[config.mk]
export PLATFORM = sky130hd
export DESIGN_NAME = btle_rx_pkt
export DESIGN_NICKNAME = d
export VERILOG_FILES = /design/src/rtl/btle_pkg.sv /design/src/rtl/btle_aa_search.sv /design/src/rtl/crc24_core.sv /design/src/rtl/scramble_core.sv /design/src/rtl/btle_rx_pkt.sv
export SDC_FILE = /design/constraint.sdc
export NUM_CORES = 1
export LEC_CHECK = 0
export CAP_MARGIN = 10
export CORE_MARGIN = 8
export CORE_UTILIZATION = 59
export DETAILED_ROUTE_END_ITERATION = 7
export PLACE_DENSITY = 0.91
export SETUP_SLACK_MARGIN = 0.1
export SYNTH_ARGS = -nofsm -noshare
export SYNTH_HDL_FRONTEND = slang
export SYNTH_SLANG_ARGS = --single-unit
export TNS_END_PERCENT = 50
[constraint.sdc]
create_clock -name clk -period 4.2 [get_ports clk]
set_input_delay 0.84 -clock clk [delete_from_list [all_inputs] [get_ports clk]]
set_output_delay 0.84 -clock clk [all_outputs]
set_load 0.1 [all_outputs]
[src/rtl/btle_pkg.sv]
`default_nettype none
// ============================================================================
//  Module      : btle_pkg
//  Description : Shared definitions for the BLE LE-1M receive path.
//                Receiver state encoding, field lengths, advertising
//                channel numbers, advertising access address, the CRC24
//                polynomial and the length-field decode helper.
//  Revision    : 1.0  initial release
// ============================================================================
package btle_pkg;

    localparam int          AA_LEN     = 32;
    localparam int          CRC_LEN    = 24;
    localparam logic [31:0] ADV_AA     = 32'h8E89BED6;
    localparam logic [5:0]  ADV_CH_37  = 6'd37;
    localparam logic [5:0]  ADV_CH_38  = 6'd38;
    localparam logic [5:0]  ADV_CH_39  = 6'd39;
    // x^24 + x^10 + x^9 + x^6 + x^4 + x^3 + x + 1, x^24 term implicit
    localparam logic [23:0] CRC_POLY   = 24'h00065B;

    typedef enum logic [2:0] {
        ST_IDLE      = 3'd0,
        ST_SEARCH_AA = 3'd1,
        ST_RX_PDU    = 3'd2,
        ST_RX_CRC    = 3'd3,
        ST_DONE      = 3'd4
    } rx_state_t;

    function automatic logic is_adv_channel(input logic [5:0] ch);
        return (ch == ADV_CH_37) || (ch == ADV_CH_38) || (ch == ADV_CH_39);
    endfunction

    // Advertising PDUs carry a 6-bit length, data PDUs a 5-bit length.
    function automatic logic [6:0] decode_length(input logic [5:0] len_field,
                                                 input logic [5:0] ch);
        if (is_adv_channel(ch)) begin
            return {1'b0, len_field};
        end
        return {2'b00, len_field[4:0]};
    endfunction

endpackage
`default_nettype wire

[src/rtl/btle_aa_search.sv]
`default_nettype none
// ============================================================================
//  Module      : btle_aa_search
//  Description : Access address correlator. Bits enter at the top of a
//                shift register that shifts right, so after 32 bits the
//                first bit on air sits at bit 0, matching access_address.
//  Ports       : clk, rst        clock / synchronous active-high reset
//                clear           zero the shift register
//                shift_en        shift bit_in in this clock
//                bit_in          received bit
//                access_address  address to match exactly
//                hit             updated register equals access_address
//  Revision    : 1.0  initial release
// ============================================================================
module btle_aa_search #(
    parameter int AA_WIDTH = 32
) (
    input  logic                clk,
    input  logic                rst,
    input  logic                clear,
    input  logic                shift_en,
    input  logic                bit_in,
    input  logic [AA_WIDTH-1:0] access_address,
    output logic                hit
);

    logic [AA_WIDTH-1:0] r_aa_sr;
    logic [AA_WIDTH-1:0] w_aa_next;

    assign w_aa_next = {bit_in, r_aa_sr[AA_WIDTH-1:1]};
    // Compare the post-shift value so the hit coincides with the last AA bit.
    assign hit       = shift_en && (w_aa_next == access_address);

    always_ff @(posedge clk) begin
        if (rst || clear) begin
            r_aa_sr <= '0;
        end else if (shift_en) begin
            r_aa_sr <= w_aa_next;
        end
    end

endmodule
`default_nettype wire

[src/rtl/crc24_core.sv]
`default_nettype none
// ============================================================================
//  Module      : crc24_core
//  Description : BLE CRC24 LFSR, Galois form, MSB-first. After the PDU the
//                state is appended on air starting from bit WIDTH-1.
//  Ports       : clk, rst     clock / synchronous active-high reset
//                init_load    load init_value
//                init_value   CRC seed
//                advance      shift data_in into the LFSR
//                data_in      data bit
//                crc_state    current LFSR state
//  Revision    : 1.0  initial release
// ============================================================================
module crc24_core #(
    parameter int               WIDTH = 24,
    parameter logic [WIDTH-1:0] POLY  = 24'h00065B
) (
    input  logic             clk,
    input  logic             rst,
    input  logic             init_load,
    input  logic [WIDTH-1:0] init_value,
    input  logic             advance,
    input  logic             data_in,
    output logic [WIDTH-1:0] crc_state
);

    logic [WIDTH-1:0] r_crc;
    logic             w_fb;

    assign w_fb      = r_crc[WIDTH-1] ^ data_in;
    assign crc_state = r_crc;

    always_ff @(posedge clk) begin
        if (rst) begin
            r_crc <= '0;
        end else if (init_load) begin
            r_crc <= init_value;
        end else if (advance) begin
            r_crc <= {r_crc[WIDTH-2:0], 1'b0} ^ ({WIDTH{w_fb}} & POLY);
        end
    end

endmodule
`default_nettype wire

[src/rtl/scramble_core.sv]
`default_nettype none
// ============================================================================
//  Module      : scramble_core
//  Description : BLE data whitening LFSR (x^7 + x^4 + 1). Self-inverse, so
//                the same core whitens on transmit and de-whitens on receive.
//  Ports       : clk, rst        clock / synchronous active-high reset
//                seed_load       load LFSR from channel_number
//                channel_number  6-bit channel index used as seed
//                advance         step LFSR after the current bit
//                data_in         bit to (de-)whiten
//                data_out        data_in XOR whitening bit (combinational)
//  Revision    : 1.0  initial release
// ============================================================================
module scramble_core (
    input  logic       clk,
    input  logic       rst,
    input  logic       seed_load,
    input  logic [5:0] channel_number,
    input  logic       advance,
    input  logic       data_in,
    output logic       data_out
);

    // r_lfsr[k] is register position k; position 6 is the output tap.
    logic [6:0] r_lfsr;

    assign data_out = data_in ^ r_lfsr[6];

    always_ff @(posedge clk) begin
        if (rst) begin
            r_lfsr <= '0;
        end else if (seed_load) begin
            // position 0 = 1, positions 1..6 = channel MSB..LSB
            r_lfsr <= {channel_number[0], channel_number[1], channel_number[2],
                       channel_number[3], channel_number[4], channel_number[5],
                       1'b1};
        end else if (advance) begin
            r_lfsr <= {r_lfsr[5], r_lfsr[4], r_lfsr[3] ^ r_lfsr[6],
                       r_lfsr[2], r_lfsr[1], r_lfsr[0], r_lfsr[6]};
        end
    end

endmodule
`default_nettype wire

[src/rtl/btle_rx_pkt.sv]
`default_nettype none
// ============================================================================
//  Module      : btle_rx_pkt
//  Description : BLE LE-1M packet receiver back end. Finds the access
//                address in the hard-decision bit stream, de-whitens,
//                assembles PDU octets LSB-first into the octet memory,
//                decodes the payload length and checks CRC24.
//  Ports       : clk, rst                  clock / sync active-high reset
//                rx_enable                 0 forces IDLE
//                access_address            AA to match, bit 0 first on air
//                crc_state_init_bit(_load) CRC seed and capture strobe
//                channel_number(_load)     channel and capture strobe
//                phy_bit, phy_bit_valid    demodulated bit and qualifier
//                pdu_octet_mem_addr/data/we  octet memory write port
//                hit_flag                  1-clk pulse on AA match
//                payload_length            decoded length
//                pkt_done, crc_ok          end-of-packet pulse and result
//                info_bit(_valid)          de-whitened bit (debug)
//  Revision    : 1.0  initial release
// ============================================================================
module btle_rx_pkt
    import btle_pkg::*;
#(
    parameter int CRC_STATE_BIT_WIDTH      = 24,
    parameter int CHANNEL_NUMBER_BIT_WIDTH = 6,
    parameter int PDU_MEM_ADDR_BIT_WIDTH   = 6
) (
    input  logic                                clk,
    input  logic                                rst,
    input  logic                                rx_enable,
    input  logic [31:0]                         access_address,
    input  logic [CRC_STATE_BIT_WIDTH-1:0]      crc_state_init_bit,
    input  logic                                crc_state_init_bit_load,
    input  logic [CHANNEL_NUMBER_BIT_WIDTH-1:0] channel_number,
    input  logic                                channel_number_load,
    input  logic                                phy_bit,
    input  logic                                phy_bit_valid,
    output logic [PDU_MEM_ADDR_BIT_WIDTH-1:0]   pdu_octet_mem_addr,
    output logic [7:0]                          pdu_octet_mem_data,
    output logic                                pdu_octet_mem_we,
    output logic                                hit_flag,
    output logic [6:0]                          payload_length,
    output logic                                pkt_done,
    output logic                                crc_ok,
    output logic                                info_bit,
    output logic                                info_bit_valid
);

    // One extra bit so the octet index can run past the memory (len 63 -> 65 octets).
    localparam int OCT_IDX_W = PDU_MEM_ADDR_BIT_WIDTH + 1;
    localparam int CRC_CNT_W = $clog2(CRC_STATE_BIT_WIDTH);

    rx_state_t r_state, w_state_next;

    logic [CRC_STATE_BIT_WIDTH-1:0]      r_crc_init_cap;
    logic [CHANNEL_NUMBER_BIT_WIDTH-1:0] r_chan_cap;
    logic [CHANNEL_NUMBER_BIT_WIDTH-1:0] r_chan_active;
    logic [2:0]                          r_bit_in_oct;
    logic [OCT_IDX_W-1:0]                r_oct_idx;
    logic [6:0]                          r_oct_sr;
    logic [CRC_CNT_W-1:0]                r_crc_cnt;
    logic                                r_crc_ok_int;

    logic [PDU_MEM_ADDR_BIT_WIDTH-1:0]   r_mem_addr;
    logic [7:0]                          r_mem_data;
    logic                                r_mem_we;
    logic                                r_hit;
    logic [6:0]                          r_len;
    logic                                r_done;
    logic                                r_crc_ok;
    logic                                r_info_bit;
    logic                                r_info_valid;

    logic [CRC_STATE_BIT_WIDTH-1:0]      w_crc_seed;
    logic [CHANNEL_NUMBER_BIT_WIDTH-1:0] w_chan_seed;
    logic [CRC_STATE_BIT_WIDTH-1:0]      w_crc_state;
    logic                                w_bit_valid;
    logic                                w_aa_shift;
    logic                                w_aa_clear;
    logic                                w_aa_hit;
    logic                                w_dw_bit;
    logic                                w_pdu_bit;
    logic                                w_crc_bit;
    logic                                w_oct_last_bit;
    logic [7:0]                          w_oct_full;
    logic [6:0]                          w_len_decoded;
    logic                                w_pdu_end;
    logic                                w_crc_expect;
    logic                                w_crc_match;
    logic                                w_crc_last;

    // A load in the same clock as the hit must seed with the new value.
    assign w_crc_seed  = crc_state_init_bit_load ? crc_state_init_bit : r_crc_init_cap;
    assign w_chan_seed = channel_number_load     ? channel_number     : r_chan_cap;

    assign w_bit_valid = phy_bit_valid && rx_enable;
    assign w_aa_shift  = w_bit_valid && (r_state == ST_SEARCH_AA);
    assign w_aa_clear  = (r_state == ST_IDLE) || (r_state == ST_DONE);
    assign w_pdu_bit   = w_bit_valid && (r_state == ST_RX_PDU);
    assign w_crc_bit   = w_bit_valid && (r_state == ST_RX_CRC);

    btle_aa_search #(
        .AA_WIDTH       (AA_LEN)
    ) u_aa_search (
        .clk            (clk),
        .rst            (rst),
        .clear          (w_aa_clear),
        .shift_en       (w_aa_shift),
        .bit_in         (phy_bit),
        .access_address (access_address),
        .hit            (w_aa_hit)
    );

    // Whitening runs across both PDU and CRC bits.
    scramble_core u_dewhiten (
        .clk            (clk),
        .rst            (rst),
        .seed_load      (w_aa_hit),
        .channel_number (w_chan_seed),
        .advance        (w_pdu_bit || w_crc_bit),
        .data_in        (phy_bit),
        .data_out       (w_dw_bit)
    );

    // Fed with PDU bits only; it stays frozen while the received CRC is compared.
    crc24_core #(
        .WIDTH          (CRC_STATE_BIT_WIDTH),
        .POLY           (CRC_POLY)
    ) u_crc (
        .clk            (clk),
        .rst            (rst),
        .init_load      (w_aa_hit),
        .init_value     (w_crc_seed),
        .advance        (w_pdu_bit),
        .data_in        (w_dw_bit),
        .crc_state      (w_crc_state)
    );

    assign w_oct_full     = {w_dw_bit, r_oct_sr};
    assign w_oct_last_bit = w_pdu_bit && (r_bit_in_oct == 3'd7);
    assign w_len_decoded  = decode_length(w_oct_full[5:0], r_chan_active);

    // PDU spans header + length octet + payload_length octets.
    always_comb begin
        w_pdu_end = 1'b0;
        if (r_oct_idx == OCT_IDX_W'(1)) begin
            w_pdu_end = (w_len_decoded == 7'd0);
        end else if (r_oct_idx > OCT_IDX_W'(1)) begin
            w_pdu_end = (r_oct_idx == (OCT_IDX_W'(r_len) + OCT_IDX_W'(1)));
        end
    end

    // CRC is sent starting from the top bit of the LFSR state.
    assign w_crc_expect = w_crc_state[CRC_CNT_W'(CRC_STATE_BIT_WIDTH - 1) - r_crc_cnt];
    assign w_crc_match  = (w_dw_bit == w_crc_expect);
    assign w_crc_last   = (r_crc_cnt == CRC_CNT_W'(CRC_STATE_BIT_WIDTH - 1));

    always_ff @(posedge clk) begin
        if (rst) begin
            r_state <= ST_IDLE;
        end else begin
            r_state <= w_state_next;
        end
    end

    always_comb begin
        w_state_next = r_state;
        if (!rx_enable) begin
            w_state_next = ST_IDLE;
        end else begin
            case (r_state)
                ST_IDLE:      w_state_next = ST_SEARCH_AA;
                ST_SEARCH_AA: if (w_aa_hit) w_state_next = ST_RX_PDU;
                ST_RX_PDU:    if (w_oct_last_bit && w_pdu_end) w_state_next = ST_RX_CRC;
                ST_RX_CRC:    if (w_crc_bit && w_crc_last) w_state_next = ST_DONE;
                ST_DONE:      w_state_next = ST_SEARCH_AA;
                default:      w_state_next = ST_IDLE;
            endcase
        end
    end

    always_ff @(posedge clk) begin
        if (rst) begin
            r_crc_init_cap <= '0;
            r_chan_cap     <= '0;
            r_chan_active  <= '0;
            r_bit_in_oct   <= '0;
            r_oct_idx      <= '0;
            r_oct_sr       <= '0;
            r_crc_cnt      <= '0;
            r_crc_ok_int   <= 1'b0;
            r_mem_addr     <= '0;
            r_mem_data     <= '0;
            r_mem_we       <= 1'b0;
            r_hit          <= 1'b0;
            r_len          <= '0;
            r_done         <= 1'b0;
            r_crc_ok       <= 1'b0;
            r_info_bit     <= 1'b0;
            r_info_valid   <= 1'b0;
        end else begin
            r_mem_we     <= 1'b0;
            r_hit        <= 1'b0;
            r_done       <= 1'b0;
            r_info_valid <= 1'b0;

            if (crc_state_init_bit_load) begin
                r_crc_init_cap <= crc_state_init_bit;
            end
            if (channel_number_load) begin
                r_chan_cap <= channel_number;
            end

            if (w_aa_hit) begin
                r_hit         <= 1'b1;
                r_chan_active <= w_chan_seed;
                r_bit_in_oct  <= '0;
                r_oct_idx     <= '0;
                r_crc_cnt     <= '0;
                r_crc_ok_int  <= 1'b1;
                r_crc_ok      <= 1'b0;
            end

            if (w_pdu_bit) begin
                r_oct_sr     <= w_oct_full[7:1];
                r_bit_in_oct <= r_bit_in_oct + 3'd1;
                r_info_bit   <= w_dw_bit;
                r_info_valid <= 1'b1;
                if (w_oct_last_bit) begin
                    r_oct_idx <= r_oct_idx + OCT_IDX_W'(1);
                    // Octets beyond the memory are still counted but never written.
                    if (!r_oct_idx[OCT_IDX_W-1]) begin
                        r_mem_we   <= 1'b1;
                        r_mem_addr <= r_oct_idx[PDU_MEM_ADDR_BIT_WIDTH-1:0];
                        r_mem_data <= w_oct_full;
                    end
                    if (r_oct_idx == OCT_IDX_W'(1)) begin
                        r_len <= w_len_decoded;
                    end
                end
            end

            if (w_crc_bit) begin
                r_info_bit   <= w_dw_bit;
                r_info_valid <= 1'b1;
                r_crc_cnt    <= r_crc_cnt + CRC_CNT_W'(1);
                if (w_crc_last) begin
                    r_done   <= 1'b1;
                    r_crc_ok <= r_crc_ok_int && w_crc_match;
                end else if (!w_crc_match) begin
                    r_crc_ok_int <= 1'b0;
                end
            end
        end
    end

    assign pdu_octet_mem_addr = r_mem_addr;
    assign pdu_octet_mem_data = r_mem_data;
    assign pdu_octet_mem_we   = r_mem_we;
    assign hit_flag           = r_hit;
    assign payload_length     = r_len;
    assign pkt_done           = r_done;
    assign crc_ok             = r_crc_ok;
    assign info_bit           = r_info_bit;
    assign info_bit_valid     = r_info_valid;

endmodule
`default_nettype wire

==> impl_metrics.json <==
{
  "ioPinCount": 96,
  "avgSynthCellArea_um2": 8.81,
  "synth-edff-count": 0,
  "rows": 39,
  "vias_per_cell": 5.76,
  "root_buffer": "clkbuf_16",
  "cts_hold_buf": 0,
  "grt_antenna_before_repair": 0,
  "cts_resized": 0,
  "syn-instance-count": 760,
  "cts.htree.levels": 4,
  "post_cts_buffers": 0,
  "tns_ps": 0,
  "post_dp_cell_area_um2": 7680,
  "synth_nets": 836,
  "mostFrequentLayoutCell": "dfxtp_1",
  "fin_crit_ps": 3080,
  "die_h_um": 123,
  "crit_type": "input pin to register",
  "vias": 5677,
  "die_area_um2": 15000,
  "crit_required_ps": 4550,
  "cpMostUsedCell": "nor2_1",
  "path_buf_inv": 1,
  "fmax_ghz": 0.325,
  "drt_iter0_drc": 482,
  "drt_wl_total_mm": 15.9,
  "setup_viol": 0,
  "crit_family": "simple AND/OR/NAND/NOR gates",
  "critPathLaunchType": "input pin",
  "crit_chain": "clkdlybuf4s50_1 > nand3b_1 > nor2_1 > and4_1 > nor4b_1 > o311ai_0 > nor2_1",
  "ys_ff_latch": 150,
  "holdCritPathClass": "register to register",
  "p_per_area_nw_per_um2": 375,
  "synth_warnings": 0,
  "wl_per_cell_um": 16.1,
  "synth_area_um2": 6700,
  "ir_drop_mv": 0.352,
  "drv_cap": 0,
  "synthArstFlopShare": 0,
  "drc": 0,
  "synth_top_flop_cell": "dfxtp_1",
  "timing.final.crit_share": 0.733,
  "drt-pass1-iter-count": 5,
  "drive_above_1_share": 0.0795,
  "clk_pin_slew_ps": 60,
  "synth_area_leaders": "dfxtp_1 45%, nand2_1 8.0%, mux2i_1 7.9%, xnor2_1 5.8%, a21oi_1 4.3%",
  "start_util": 0.594,
  "rsz0062_at_grt": "false",
  "syn_to_final_growth_pct": 23.1,
  "critPathArrivalTime_ps": 3430,
  "dp_hpwl_mm": 10.7,
  "ys_seq_area_frac": 0.448,
  "core_area_um2": 11300,
  "worstMarginPinSlew_ps": 996,
  "yosysTopAreaCellShare": 0.448,
  "skew_ps": 7.87,
  "finalMaxSlewViolations": 0,
  "final_area_um2": 8250,
  "n_antenna_cell": 0,
  "cpMaxStageDelayCell": "clkdlybuf4s50_1",
  "path_max_fanout": 8,
  "fp.dieW_um": 123,
  "slew_headroom": 0.334,
  "grt_pass1_wl_mm": 26.4,
  "hold_viol": 0,
  "grt.total_usage": 0.218,
  "insertion_delay_ps": 420,
  "yosysUniqueCellTypes": 50,
  "grt_max_degree": 59,
  "slowest_delay_ps": 540,
  "cts_buffer_depth": 2,
  "total_power_mw": 3.10,
  "cts_buffers": 17,
  "end_kind": "register",
  "synth_top_area_cell": "dfxtp_1",
  "cts_tree": "yes",
  "run_status": "finished, final reports clean",
  "gp_congestion": 0.851,
  "grt_overflow_total": 0,
  "numPortBuffers": 94,
  "mostFrequentLayoutCells": "150 x dfxtp_1, 143 x nand2_1, 93 x clkdlybuf4s50_1",
  "leakage_nw": 2.79,
  "cts.sinks": 150,
  "nets": 907,
  "drtAntennaViolNets": 0,
  "grt_pass1_vias": 5533
}
synthesized netlist by cell type (all sizes together) (12+ instances only):
| library cell | count |
|---|---|
| a211oi | 21 |
| a21oi | 57 |
| and3 | 23 |
| buf | 13 |
| clkbuf | 38 |
| dfxtp | 150 |
| mux2i | 53 |
| nand2 | 143 |
| nand3 | 16 |
| nand4 | 21 |
| nor2 | 71 |
| xnor2 | 44 |
| xor2 | 12 |
worst reg2reg max path: stages (launching register included):
cell	delay [ps]
dfxtp_1	370
ha_1	160
ha_1	150
nand3b_1	150
nor2_1	450
and4_1	530
nor4b_1	350
o311ai_0	290
nor2_1	190
where the power goes:
| group | leakage (nW) | total [mW] | internal, mW | switching [mW] |
|---|---|---|---|---|
| Clock | 0.273 | 1.47 | 0.901 | 0.570 |
| Sequential | 1.21 | 1.45 | 1.44 | 0.00563 |
| Combinational | 1.30 | 0.179 | 0.0915 | 0.0874 |
flip-flops by register name, indices dropped and copies added, names as in the netlist, 7 cells and up:
name                 count
u_dewhiten.r_lfsr        7
r_crc_init_cap          24
pdu_octet_mem_data       8
u_crc.crc_state         24
r_oct_idx                7
r_oct_sr                 7
u_aa_search.r_aa_sr     31
path summary, 6_finish.rpt:
check,to,slack [ps],cells past startpoint,from
worst min-delay path,r_chan_active[0],460,2,r_chan_active[0]
worst min register to register,r_chan_active[0],460,2,r_chan_active[0]
worst max-delay path,pkt_done,1120,7,rx_enable
worst max register to register,pkt_done,1480,8,r_bit_in_oct[0]
area by class of cell:
type                    count  area [um2]
clock inverters             8        98.8
multi-input cells         553        3470
fillers                   780        3020
flip-flops and latches    150        3000
well taps                 143         179
inverters                   6        22.5
clock buffers              23         468
repair buffers            103        1010
through the flow:
stage / hold WS (ps) / std cells / setup WS [ps] / util
floorplan: 427 / 760 / 1560 / -
global route: 488 / 986 / 852 / 0.732
CTS: 459 / 986 / 1180 / 0.732
global placement: 439 / 955 / 826 / 0.682
finish: 457 / 986 / 1120 / 0.732
detailed placement: 449 / 955 / 805 / 0.682
logic make-up after synthesis:
family,count (synthesis),share of synthesized area
AND/OR/NAND/NOR,316,0.217
flip-flops,150,0.448
AO/OA/AOI/OAI,115,0.117
multiplexers,58,0.0943
buffers and inverters,57,0.0360
XOR/XNOR,56,0.0732
adder cells (fa/ha/maj),7,0.0131
other,1,0.000560
metal layers:
metal	vias to the layer above	share of wire	global-route usage
met1	2701	0.42	0.262
li1	2758	-	-
met5	-	0	0
met3	32	0.076	0.0731
met4	0	0.020	0.0762
met2	186	0.48	0.358
Power figures use the tool's default switching activity.
